`config.mk`:
```
export PLATFORM = sky130hd
export DESIGN_NAME = cache_ctrl_dm_flat
export DESIGN_NICKNAME = d
export VERILOG_FILES = /design/src/rtl/cache_ctrl_dm_if.sv /design/src/rtl/cache_ctrl_dm.sv /design/src/flat_wrapper.sv
export SDC_FILE = /design/constraint.sdc
export NUM_CORES = 1
export LEC_CHECK = 0
export CORE_MARGIN = 4
export CORE_UTILIZATION = 35
export DETAILED_ROUTE_END_ITERATION = 8
export PLACE_DENSITY_LB_ADDON = 0.2
export SLEW_MARGIN = 20
export SYNTH_ARGS = -nofsm -noshare
export SYNTH_HDL_FRONTEND = slang
export SYNTH_SLANG_ARGS = --single-unit
```
`constraint.sdc`:
```
create_clock -name CLOCK_50 -period 5.3 [get_ports CLOCK_50]
set_input_delay 0.795 -clock CLOCK_50 [delete_from_list [all_inputs] [get_ports CLOCK_50]]
set_output_delay 0.795 -clock CLOCK_50 [all_outputs]
set_load 0.03 [all_outputs]
```
`src/rtl/cache_ctrl_dm_if.sv`:
```
// Request/response, flush and RAM-side signals of the direct-mapped cache controller.
// slave = cache controller view, master = requester/RAM environment view.
interface cache_ctrl_dm_if #(
  parameter int ADDR_W = 5,
  parameter int DATA_W = 8,
  parameter int CNT_W  = 8
);
  logic              req_valid;
  logic              req_we;
  logic [ADDR_W-1:0] req_addr;
  logic [DATA_W-1:0] req_wdata;
  logic              req_ready;
  logic              flush_req;
  logic              busy;
  logic              resp_valid;
  logic [DATA_W-1:0] resp_data;
  logic              resp_hit;
  logic [ADDR_W-1:0] mem_addr;
  logic              mem_we;
  logic [DATA_W-1:0] mem_wdata;
  logic [DATA_W-1:0] mem_rdata;
  logic [CNT_W-1:0]  hit_count;
  logic [CNT_W-1:0]  miss_count;

  modport slave (
    input  req_valid, req_we, req_addr, req_wdata, flush_req, mem_rdata,
    output req_ready, busy, resp_valid, resp_data, resp_hit,
           mem_addr, mem_we, mem_wdata, hit_count, miss_count
  );

  modport master (
    output req_valid, req_we, req_addr, req_wdata, flush_req, mem_rdata,
    input  req_ready, busy, resp_valid, resp_data, resp_hit,
           mem_addr, mem_we, mem_wdata, hit_count, miss_count
  );
endinterface

```
`src/rtl/cache_ctrl_dm.sv`:
```
// Direct-mapped, write-back, write-allocate cache controller in front of a
// synchronous single-port RAM, with saturating hit/miss counters and a flush command.
module cache_ctrl_dm #(
  parameter int ADDR_W  = 5,
  parameter int DATA_W  = 8,
  parameter int INDEX_W = 3,
  parameter int CNT_W   = 8
) (
  input logic           CLOCK_50,
  input logic           RESET,
  cache_ctrl_dm_if.slave bus
);
  localparam int TAG_W = ADDR_W - INDEX_W;
  localparam int LINES = 1 << INDEX_W;

  typedef enum logic [2:0] {
    S_IDLE, S_COMPARE, S_WB, S_FETCH, S_FILL, S_FLUSH
  } state_t;

  state_t              state;
  logic [LINES-1:0]    valid_q;
  logic [LINES-1:0]    dirty_q;
  logic [TAG_W-1:0]    tag_mem  [LINES];
  logic [DATA_W-1:0]   data_mem [LINES];
  logic                we_q;
  logic [ADDR_W-1:0]   addr_q;
  logic [DATA_W-1:0]   wdata_q;
  logic [INDEX_W-1:0]  flush_idx;

  logic [INDEX_W-1:0]  idx;
  logic [TAG_W-1:0]    tag;
  logic                hit;
  logic                arr_we;
  logic [DATA_W-1:0]   arr_data;

  assign idx = addr_q[INDEX_W-1:0];
  assign tag = addr_q[ADDR_W-1:INDEX_W];
  assign hit = valid_q[idx] && (tag_mem[idx] == tag);

  assign bus.req_ready = (state == S_IDLE) && !bus.flush_req;
  assign bus.busy      = (state != S_IDLE);

  function automatic logic [CNT_W-1:0] sat_inc(input logic [CNT_W-1:0] c);
    return (&c) ? c : c + 1'b1;
  endfunction

  // The line array is only written on a write hit (COMPARE) or on a fill.
  always_comb begin
    // NOTE: every always_comb output gets a default first so no latch is inferred.
    arr_we   = 1'b0;
    arr_data = wdata_q;
    if (state == S_COMPARE && hit && we_q) begin
      arr_we = 1'b1;
    end else if (state == S_FILL) begin
      arr_we   = 1'b1;
      arr_data = we_q ? wdata_q : bus.mem_rdata;
    end
  end

  // NOTE: tag/data arrays carry no reset; valid_q alone says whether a line means anything.
  always_ff @(posedge CLOCK_50) begin
    if (arr_we) begin
      data_mem[idx] <= arr_data;
      tag_mem[idx]  <= tag;
    end
  end

  // RAM port is decoded from registered state only, so it drops the instant RESET rises.
  always_comb begin
    bus.mem_we    = 1'b0;
    bus.mem_addr  = addr_q;
    bus.mem_wdata = data_mem[idx];
    case (state)
      S_WB: begin
        bus.mem_we   = 1'b1;
        bus.mem_addr = {tag_mem[idx], idx};
      end
      S_FLUSH: begin
        bus.mem_we    = valid_q[flush_idx] && dirty_q[flush_idx];
        bus.mem_addr  = {tag_mem[flush_idx], flush_idx};
        bus.mem_wdata = data_mem[flush_idx];
      end
      default: ;
    endcase
  end

  // NOTE: sequential state uses non-blocking assignments only, so every register sees pre-edge values.
  always_ff @(posedge CLOCK_50 or posedge RESET) begin
    if (RESET) begin
      state          <= S_IDLE;
      valid_q        <= '0;
      dirty_q        <= '0;
      we_q           <= 1'b0;
      addr_q         <= '0;
      wdata_q        <= '0;
      flush_idx      <= '0;
      bus.resp_valid <= 1'b0;
      bus.resp_data  <= '0;
      bus.resp_hit   <= 1'b0;
      bus.hit_count  <= '0;
      bus.miss_count <= '0;
    end else begin
      bus.resp_valid <= 1'b0;
      case (state)
        S_IDLE: begin
          if (bus.flush_req) begin
            flush_idx <= '0;
            state     <= S_FLUSH;
          end else if (bus.req_valid) begin
            we_q    <= bus.req_we;
            addr_q  <= bus.req_addr;
            wdata_q <= bus.req_wdata;
            state   <= S_COMPARE;
          end
        end
        S_COMPARE: begin
          if (hit) begin
            bus.resp_valid <= 1'b1;
            bus.resp_hit   <= 1'b1;
            bus.resp_data  <= we_q ? wdata_q : data_mem[idx];
            bus.hit_count  <= sat_inc(bus.hit_count);
            if (we_q) dirty_q[idx] <= 1'b1;
            state <= S_IDLE;
          end else begin
            bus.miss_count <= sat_inc(bus.miss_count);
            state <= (valid_q[idx] && dirty_q[idx]) ? S_WB : S_FETCH;
          end
        end
        S_WB:    state <= S_FETCH;
        S_FETCH: state <= S_FILL;
        S_FILL: begin
          valid_q[idx]   <= 1'b1;
          dirty_q[idx]   <= we_q;
          bus.resp_valid <= 1'b1;
          bus.resp_hit   <= 1'b0;
          bus.resp_data  <= we_q ? wdata_q : bus.mem_rdata;
          state          <= S_IDLE;
        end
        S_FLUSH: begin
          valid_q[flush_idx] <= 1'b0;
          dirty_q[flush_idx] <= 1'b0;
          flush_idx          <= flush_idx + 1'b1;
          if (flush_idx == {INDEX_W{1'b1}}) state <= S_IDLE;
        end
        default: state <= S_IDLE;
      endcase
    end
  end
endmodule

```
`src/flat_wrapper.sv`:
```
// flat-port wrapper written by rule: the top's interface ports become plain ports
module cache_ctrl_dm_flat 
#(
  parameter int ADDR_W  = 5,
  parameter int DATA_W  = 8,
  parameter int INDEX_W = 3,
  parameter int CNT_W   = 8
)
  (CLOCK_50, RESET, bus_req_valid, bus_req_we, bus_req_addr, bus_req_wdata, bus_flush_req, bus_mem_rdata, bus_req_ready, bus_busy, bus_resp_valid, bus_resp_data, bus_resp_hit, bus_mem_addr, bus_mem_we, bus_mem_wdata, bus_hit_count, bus_miss_count);
  cache_ctrl_dm_if #(.ADDR_W(ADDR_W), .DATA_W(DATA_W), .CNT_W(CNT_W)) bus_i ();
  input logic CLOCK_50;
  input logic RESET;
  input wire logic [$bits(bus_i.req_valid)-1:0] bus_req_valid;
  input wire logic [$bits(bus_i.req_we)-1:0] bus_req_we;
  input wire logic [$bits(bus_i.req_addr)-1:0] bus_req_addr;
  input wire logic [$bits(bus_i.req_wdata)-1:0] bus_req_wdata;
  input wire logic [$bits(bus_i.flush_req)-1:0] bus_flush_req;
  input wire logic [$bits(bus_i.mem_rdata)-1:0] bus_mem_rdata;
  output wire logic [$bits(bus_i.req_ready)-1:0] bus_req_ready;
  output wire logic [$bits(bus_i.busy)-1:0] bus_busy;
  output wire logic [$bits(bus_i.resp_valid)-1:0] bus_resp_valid;
  output wire logic [$bits(bus_i.resp_data)-1:0] bus_resp_data;
  output wire logic [$bits(bus_i.resp_hit)-1:0] bus_resp_hit;
  output wire logic [$bits(bus_i.mem_addr)-1:0] bus_mem_addr;
  output wire logic [$bits(bus_i.mem_we)-1:0] bus_mem_we;
  output wire logic [$bits(bus_i.mem_wdata)-1:0] bus_mem_wdata;
  output wire logic [$bits(bus_i.hit_count)-1:0] bus_hit_count;
  output wire logic [$bits(bus_i.miss_count)-1:0] bus_miss_count;
  assign bus_i.req_valid = bus_req_valid;
  assign bus_i.req_we = bus_req_we;
  assign bus_i.req_addr = bus_req_addr;
  assign bus_i.req_wdata = bus_req_wdata;
  assign bus_i.flush_req = bus_flush_req;
  assign bus_i.mem_rdata = bus_mem_rdata;
  assign bus_req_ready = bus_i.req_ready;
  assign bus_busy = bus_i.busy;
  assign bus_resp_valid = bus_i.resp_valid;
  assign bus_resp_data = bus_i.resp_data;
  assign bus_resp_hit = bus_i.resp_hit;
  assign bus_mem_addr = bus_i.mem_addr;
  assign bus_mem_we = bus_i.mem_we;
  assign bus_mem_wdata = bus_i.mem_wdata;
  assign bus_hit_count = bus_i.hit_count;
  assign bus_miss_count = bus_i.miss_count;
  cache_ctrl_dm #(.ADDR_W(ADDR_W), .DATA_W(DATA_W), .INDEX_W(INDEX_W), .CNT_W(CNT_W)) u_core (.CLOCK_50(CLOCK_50), .RESET(RESET), .bus(bus_i));
endmodule
```
==> results of run 1 <==
==> area by class of cell <==
| type | instances | share of cell area [%] |
|---|---|---|
| flip-flops and latches | 142 | 44.7 |
| multi-input cells | 430 | 35.5 |
| repair buffers | 87 | 9.28 |
| clock buffers | 17 | 4.81 |
| well taps | 270 | 3.82 |
| clock inverters | 15 | 1.64 |
| inverters | 7 | 0.297 |
==> flip-flops by register name (all words and copies together), names as in the netlist <==
signal and flops:
u_core.flush_idx 3, u_core.tag_mem 16, u_core.bus.resp_data 8, u_core.bus.resp_hit 1, u_core.wdata_q 8, u_core.data_mem 64, u_core.we_q 1, u_core.dirty_q 8
u_core.bus.miss_count 8, u_core.state 3, u_core.bus.hit_count 8, u_core.addr_q 5, u_core.bus.resp_valid 1, u_core.valid_q 8
==> through the flow <==
stage / setup WS (ns) / cells
2_1_floorplan: 1.96 / 620
3_3_place_gp: 1.41 / 936
3_5_place_dp: 1.43 / 936
4_1_cts: 0.866 / 968
5_1_grt: 0.729 / 968
6_report: 0.914 / 968
==> power groups by stage <==
stage | registers [uW] | clock network [uW] | logic [uW]
final | 1810 | 1160 | 2660
after global routing | 1850 | 1230 | 2840
after global placement | 1820 | 0 | 2620
after detailed placement | 1830 | 0 | 2650
after floorplan | 1770 | 0 | 1740
after CTS | 1810 | 1180 | 2660
==> worst paths after layout <==
path                                            to  cells past startpoint  slack [ns]               startpoint
max in group asynchronous          u_core.state[2]                      3        3.81                    RESET
min in group asynchronous        u_core.wdata_q[6]                      3        0.95                    RESET
min reg2reg                u_core.bus.hit_count[4]                      1        0.49  u_core.bus.hit_count[4]
max reg2reg                   u_core.tag_mem[3][0]                      9        1.53         u_core.addr_q[2]
min                        u_core.bus.hit_count[4]                      1        0.49  u_core.bus.hit_count[4]
max                               bus_mem_wdata[0]                      7        0.91      u_core.flush_idx[1]
==> cell usage in the layout (no fill, tap or decap), types with 6 or more instances in the layout <==
cell type / synthesis / final
sky130_fd_sc_hd__xnor2_1: 8 / 8
sky130_fd_sc_hd__mux2i_1: 35 / 35
sky130_fd_sc_hd__nand3_1: 22 / 22
sky130_fd_sc_hd__o21ai_0: 45 / 45
sky130_fd_sc_hd__clkbuf_16: 0 / 17
sky130_fd_sc_hd__a221oi_1: 6 / 6
sky130_fd_sc_hd__nor2b_1: 13 / 13
sky130_fd_sc_hd__nor3_1: 13 / 13
sky130_fd_sc_hd__a21oi_1: 45 / 45
sky130_fd_sc_hd__edfxtp_1: 80 / 80
sky130_fd_sc_hd__o211ai_1: 6 / 6
sky130_fd_sc_hd__and3_1: 7 / 7
sky130_fd_sc_hd__buf_4: 2 / 20
sky130_fd_sc_hd__dfrtp_1: 62 / 62
sky130_fd_sc_hd__clkdlybuf4s50_1: 0 / 67
sky130_fd_sc_hd__and2_1: 8 / 8
sky130_fd_sc_hd__a32oi_1: 7 / 7
sky130_fd_sc_hd__nor2_1: 38 / 38
sky130_fd_sc_hd__nand2_1: 53 / 53
sky130_fd_sc_hd__mux2_2: 42 / 42
sky130_fd_sc_hd__nand3b_1: 6 / 6
sky130_fd_sc_hd__mux4_2: 19 / 19
==> logic make-up after synthesis <==
family	Yosys count
simple gates	179
compound gates	138
flops	142
mux	96
buf+inv	48
xor+xnor	13
fa+ha+maj	4
==> per-layer routing <==
metal	track usage, %	vias to the layer above	routed length, um
met1	23.7	2739	8660
met4	7.75	0	728
met5	0	-	0
met2	30.4	264	10500
li1	-	2484	-
met3	4.03	44	1620
==> impl.org, run 1 <==
** Status
- The run finished with clean final reports.

** Place
- Area after detailed placement :: 8280 um2
- Routability-driven placement finished with a final weighted congestion of 0.898.
- Detailed placement finished with a half-perimeter wire length of 14700 um.
- Port Buf Inserts :: 67

** Finish
- Net total in the final layout :: 715
- Total area of sequential cells :: 3950 um2
- Cell area after layout :: slightly below 9000 um2
- Multi-input gate area in the final layout :: 3140 um2
- 0 antenna diodes ended up in the layout.
- Growth of design area from synthesis to finish :: 21.5%
- At the end of the flow the core is filled with cells to between 40% and 50%.
- Fill cells in the final layout number between 1500 and 2000.
- Layout cell share with drive strength beyond 1 :: 16.6%

** STA
- On the final layout, the worst hold slack is 0.492 ns.
- The total count of hold-check failures in the final report was 0.
- Tcrit/Tclk final :: 82.8%
- Setup-failing EPs final :: 0
- For the final routed database, the setup TNS stands at 0 ns.
- On the final layout, the worst clock skew is 0.0103 ns.
- Measured slew at the worst slew-check pin :: approximately 1.2 ns
- Setup repair after global routing left no endpoint under its margin.
- Pins over their slew limit :: 0
- Final worst path period need :: 4.39 ns
- In this run the tightest slew margin relative to its limit is 22.6%.
- Static timing analysis puts the maximum clock frequency at around 230 MHz.

** Synth
- The Yosys step of the flow raised 0 warnings.
- In this run, synthesis inferred 80 flip-flops with an integrated enable.
- Most frequent cell after synthesis :: sky130_fd_sc_hd__edfxtp_1
- Top cell type's share of synthesized area :: 33.0%
- Post-Synthesis Net Count :: 650
- Main combinational cell family by area after synthesis :: multiplexers
- In the post-synthesis netlist, the biggest area contributors are sky130_fd_sc_hd__edfxtp_1 33%, sky130_fd_sc_hd__dfrtp_1 21%, sky130_fd_sc_hd__mux2_2 6.5%, sky130_fd_sc_hd__mux4_2 5.9%, sky130_fd_sc_hd__mux2i_1 4.8%.
- Count of cell types in the netlist :: 50
- Compound-gate portion of the synthesized area :: between 10% and 20%
- Netlist area before placement :: 7280 um2
- Cell types with the highest counts after synthesis :: 80 x sky130_fd_sc_hd__edfxtp_1, 62 x sky130_fd_sc_hd__dfrtp_1, 53 x sky130_fd_sc_hd__nand2_1
- Of the total synthesized cell area, the portion taken by XOR and XNOR cells is between 1.5 and 2%.
- Adder-cell area share of the yosys netlist :: 0.687%
- Fraction of synthesized area in multiplexers :: 17.2%
- Sequential cell area fraction in the yosys report :: 54.3%
- After Yosys synthesis, and, or, nand and nor cells account for 11.8% of the synthesized area.
- The most used flip-flop cell after synthesis is sky130_fd_sc_hd__edfxtp_1.
- Cell type with the largest total area after synthesis :: sky130_fd_sc_hd__edfxtp_1
- Average cell area after synthesis :: 11.7 um2
- In the synthesized netlist, the number of instances is between 600 and 700.
- Counting flops with an async set or reset pin after synthesis yields a share of 43.7%.
- The synthesized design contains around 140 register bits.

** Floorplan
- Initial Util :: 35.8%
- The die is between 150 and 200 um tall.
- Number of cell rows :: 52
- Floorplan core area :: approximately 20000 um2
- The die is 152 um wide.
- Pin placement for this block handled 68 I/O pins.
- The floorplan step defined a die boundary enclosing 23200 um2.

** Setup path
- Critical path's most frequent cell :: sky130_fd_sc_hd__a21oi_1
- The cell family contributing the most delay on the critical path is buffers and inverters.
- Critical path buffers and inverters :: 2
- Endpoint class of the critical path :: output pin
- Worst setup path class :: flip-flop to output pin
- STA classifies the critical path startpoint as a flip-flop.
- For this run, the slowest stage of the critical path takes 0.81 ns.
- Worst Path Arrival :: 3.59 ns
- CP max-delay cell :: sky130_fd_sc_hd__dfrtp_1
- Critical-path maximum fanout :: 20
- STA puts the critical path data required time at 4.51 ns.
- CP cell instances :: buf_4 -> nor2b_1 -> a21oi_1 -> o22ai_1 -> nor3_1 -> a21oi_1 -> clkdlybuf4s50_1

** Power
- IR analysis of the VDD net gives a maximum drop of 274 uV.
- Power per unit of standard cell area :: 636 nW/um2
- Summed over all nets, the switching power comes to 2390 uW.
- Part of the total power dissipated in the clock network :: between 20% and 30%
- Combinational cell fraction of total power :: around 47%
- Sequential cells burn 32.2% of the power.
- Power Internal :: about 3200 uW
- Leak pwr :: 0.00320 uW
- Total power :: 5630 uW
- Switching portion of total power :: between 40% and 50%

** Global route
- Entering global routing, the biggest net connects 63 pins.
- Tot GR Track Use :: 18.5%
- Via count of the first global-routing pass :: 5622
- Final global-route overflow total :: 0
- The first global-routing pass estimated 33100 um of wire.
- The number of antenna violations at the first check in global routing is 0.

** Routing
- Detailed-route vias per instance :: between 5 and 6
- After the first detailed-routing iteration, the DRC count stood at 417.
- Vias after detailed routing :: 5531
- Dividing the detail-routed wire length by the instance count gives 22.2 um.
- The pre-antenna-repair detailed-routing pass consisted of 6 iterations.
- After detailed routing, the number of remaining DRC violations is 0.
- Total routed wirelength :: about 22000 um
- Final antenna-violating net count :: 0

** Run
- Max-cap violations in this run came to 0.

** Worst hold path
- The min-delay analysis places its worst path in the category flip-flop to flip-flop.

** Clock network
- TritonCTS built the clock tree.
- Clock tree synthesis inserted a total of 17 buffers.
- Worst-path clk slew :: 0.06 ns
- Total setup buffers inserted after CTS :: 0
- The number of gates resized after CTS was 0.
- Count of hold-fix buffers inserted at cts :: 0
- Root cell of the clock tree :: sky130_fd_sc_hd__clkbuf_16
- CTS saw 142 sinks.
- Buffers from clock root to sink, at most :: 2
- CTS built an H-tree with a depth of 4.
- The clock reaches the later pin of the worst-skew pair after approximately 0.42 ns.
Note: power is estimated with default switching activity, not from simulation.
==> run 2: changes to the inputs <==
==> constraint.sdc (replaced) <==
create_clock -name CLOCK_50 -period 4.6 [get_ports CLOCK_50]
set_input_delay 0.69 -clock CLOCK_50 [delete_from_list [all_inputs] [get_ports CLOCK_50]]
set_output_delay 0.69 -clock CLOCK_50 [all_outputs]
set_load 0.03 [all_outputs]
==> run 2 against run 1 <==
  * Total power is 19% higher
  * Clock power grew 29%
  * Die area unchanged
  * Critical path depth down 1
  * Sequential share of layout area down 0.84 points
  * Final cell count rose by 1.0%
  * Non-clock buffer count up 10
  * Global-route usage up 0.28 points
  * Register-to-register slack got worse by 0.36 ns
  * Combinational power up 18%
  * Wire length is 1.2% higher
  * Core utilization is 0.83 points higher
==> impl.org, run 2 (synthesis results as in run 1) <==
** Finish
- The core utilization of the finished layout came to 44.3% (was 43.4%).
- Most used cells in the layout excluding fill and tap cells :: 80 x sky130_fd_sc_hd__edfxtp_1, 67 x sky130_fd_sc_hd__clkdlybuf4s50_1, 62 x sky130_fd_sc_hd__dfrtp_1 (unchanged)
- The area overhead of the layout relative to synthesis came to 23.8% (was 21.5%).
- Net total in the final layout :: 725 (was 715)
- Ant. Diodes :: 0 (unchanged)
- Layout cell share with drive strength beyond 1 :: 18.2% (was 16.6%)
- Registers with the highest flip-flop counts :: u_core.data_mem: 64 flops, u_core.tag_mem: 16 flops (unchanged)
- Count of filler cells inserted in the layout :: 1842 (was 1882)
- The flip-flop count of the largest register, all copies and words added was 64 (unchanged).
- Most frequent standard cell in the layout excluding fill and tap cells :: sky130_fd_sc_hd__edfxtp_1 (unchanged)
- Largest Register :: u_core.data_mem (unchanged)

** Place
- The total of buffers placed on input and output ports was 67 (unchanged).
- Final weighted congestion of routability-driven global placement :: 0.877 (was 0.898)
- The post-placement worst setup slack is 0.961 ns (was 1.43 ns).
- The detailed-placement wirelength estimate is 15200 um (was 14700 um).

** Global route
- Via count of the first global-routing pass :: 5817 (was 5622)
- The overall track demand over capacity in global routing came to 18.8% (was 18.5%).
- Global-route wire length before repair :: 33800 um (was 33100 um)
- The maximum number of pins on one net before global-route repair is 45 (was 63).
- Number of antenna violations at the first check in global routing :: 0 (unchanged)
- The remaining global-route overflow was 0 (unchanged).

** Clock network
- H-tree levels :: 4 (unchanged)
- Buffers from clock root to sink, at most :: 2 (unchanged)
- The clock tree root buffer cell is sky130_fd_sc_hd__clkbuf_16 (unchanged).
- The number of buffers inserted by post-CTS setup repair was 0 (unchanged).
- The number of gates resized after cts is 0 (unchanged).
- TritonCTS clock tree :: yes (unchanged)
- # clock sinks :: 142 (unchanged)
- Worst-path clk slew :: 0.06 ns (about the same)
- The number of CTS-inserted buffers is 17 (unchanged).
- The clock latency on the worst-skew pair was 0.43 ns (was 0.42 ns).
- Count of hold-fix buffers inserted at cts :: 0 (unchanged)

** Routing
- Average wire per cell in the routed design :: 22.3 um (was 22.2 um)
- Number of DRC violations after detailed-routing iteration 0 :: 496 (was 417)
- The remaining antenna violation count after routing is 0 (unchanged).
- The post-detailed-route DRC marker count was 0 (unchanged).
- The routed via count divided by cell count was 5.72 (was 5.71).
- Total routed wirelength :: 21800 um (was 21500 um)
- Vias after detailed routing :: 5594 (was 5531)
- The first-pass iteration count of the detailed router came to 5 (was 6).

** Floorplan
- I/O pins :: 68 (unchanged)
- Die boundary height :: 152 um (unchanged)
- Die Area :: 23200 um2 (unchanged)
- The width of the chip came to 152 um (unchanged).
- Initial Util :: 35.8% (unchanged)
- The number of rows created at floorplan came to 52 (unchanged).
- The floorplan core area was 20400 um2 (unchanged).

** Power
- Power per unit of standard cell area :: 742 nW/um2 (was 636 nW/um2)
- Leak pwr :: 0.00330 uW (was 0.00320 uW)
- Highest ir drop seen on vdd :: 315 uV (was 274 uV)

** STA
- The transition time of the tightest slew-check pin was 0.913 ns (was 1.16 ns).
- The number of setup violations in the final report is 0 (unchanged).
- The routed design could run at a clock period as short as 4.18 ns.
- The total count of hold-check failures in the final report came to 0 (unchanged).
- Highest clock rate :: 239 MHz
- Final hold slack :: 0.495 ns (was 0.492 ns)
- The final critical path takes up 90.8% of the cycle.
- The worst clock skew on the final layout was 0.00826 ns (was 0.0103 ns).
- Post-route setup TNS :: 0 ns (unchanged)
- Setup repair after global routing missed its margin: false (unchanged).
- The minimum setup slack in the final design is 0.422 ns (was 0.914 ns).
- The relative slew slack was 39.1% (was 22.6%).
- The number of pins with negative max-slew slack in the final report came to 0 (unchanged).

** Setup path
- The critical-path maximum fanout is 22 (was 20).
- Endpoint class of the critical path :: output pin (unchanged)
- The type of element launching the critical path is a flip-flop (unchanged).
- The startpoint-to-endpoint class of the critical path is flip-flop to output pin (unchanged).
- The required time of the critical path came to 3.91 ns (was 4.51 ns).
- Worst Path Arrival :: 3.49 ns (was 3.59 ns)
- The worst reg-to-reg path cell count came to 7 (was 9).

** Worst hold path
- Min-Delay Path Class :: flip-flop to flip-flop (unchanged)
- The worst hold path cell count came to 1 (unchanged).

** Status
- Result of the run :: finished clean (unchanged)

** Run
- # Max-Cap Violations :: 0 (unchanged)
## run 2: changes by cell type in the layout (fill, tap and decap cells not counted)
| cell | change |
|---|---|
| sky130_fd_sc_hd__buf_12 | +1 |
| sky130_fd_sc_hd__buf_4 | +9 |
| sky130_fd_sc_hd__bufinv_16 | +1 |
| sky130_fd_sc_hd__clkbuf_1 | +1 |
| sky130_fd_sc_hd__clkbuf_16 | +1 |
| sky130_fd_sc_hd__clkbuf_8 | +4 |
| sky130_fd_sc_hd__clkinv_1 | -4 |
| sky130_fd_sc_hd__clkinv_2 | -2 |
| sky130_fd_sc_hd__clkinv_4 | -3 |
| sky130_fd_sc_hd__clkinvlp_4 | -1 |
| sky130_fd_sc_hd__inv_6 | +3 |
## run 2: worst paths after layout
kind | startpoint | slack, ns | to
max | u_core.flush_idx[1] | 0.42 | bus_mem_addr[3]
min | u_core.bus.hit_count[4] | 0.50 | u_core.bus.hit_count[4]
max reg2reg | u_core.addr_q[2] | 1.17 | u_core.data_mem[1][2]
min reg2reg | u_core.bus.hit_count[4] | 0.50 | u_core.bus.hit_count[4]
max in group asynchronous | RESET | 2.95 | u_core.dirty_q[6]
min in group asynchronous | RESET | 0.75 | u_core.bus.resp_valid
## run 2: routing by layer
layer  GRT usage (%)  vias up  part of all wire, %
li1                -     2495                    -
met1            23.3     2835                   41
met2            32.1      224                   51
met3            4.03       40                  5.7
met4            7.19        0                  2.6
met5               0        -                    0
## run 2: layout make-up
class                      count  area [um2]  area share (%)
tap                          270         338            3.75
clock buffer                  23         509            5.65
inverter                       7        26.3           0.291
sequential                   142        3950            43.9
timing repair buffer          97         908            10.1
clock inverter                 9         143            1.58
multi-input combinational    430        3140            34.8
## run 2: critical path, stage by stage, from the launching register on
cell,delay [ns]
sky130_fd_sc_hd__dfrtp_1,0.93
sky130_fd_sc_hd__nand2_1,0.32
sky130_fd_sc_hd__nor2_1,0.61
sky130_fd_sc_hd__a32oi_1,0.10
sky130_fd_sc_hd__a31oi_1,0.22
sky130_fd_sc_hd__a311o_1,0.18
sky130_fd_sc_hd__clkdlybuf4s50_1,0.68
## run 2: power by group
group	switching [uW]	total, uW	internal [uW]
Combinational	1870	3130	1260
Clock	547	1500	954
Sequential	336	2060	1720
## run 2: per-stage QoR
stage / total power (uW) / cell area, um2 / cells
floorplan: 4050 / 7280 / 620
global placement: 5170 / 8360 / 946
detailed placement: 5210 / 8360 / 946
CTS: 6730 / 9020 / 978
global route: 7040 / 9020 / 978
finish: 6690 / 9020 / 978
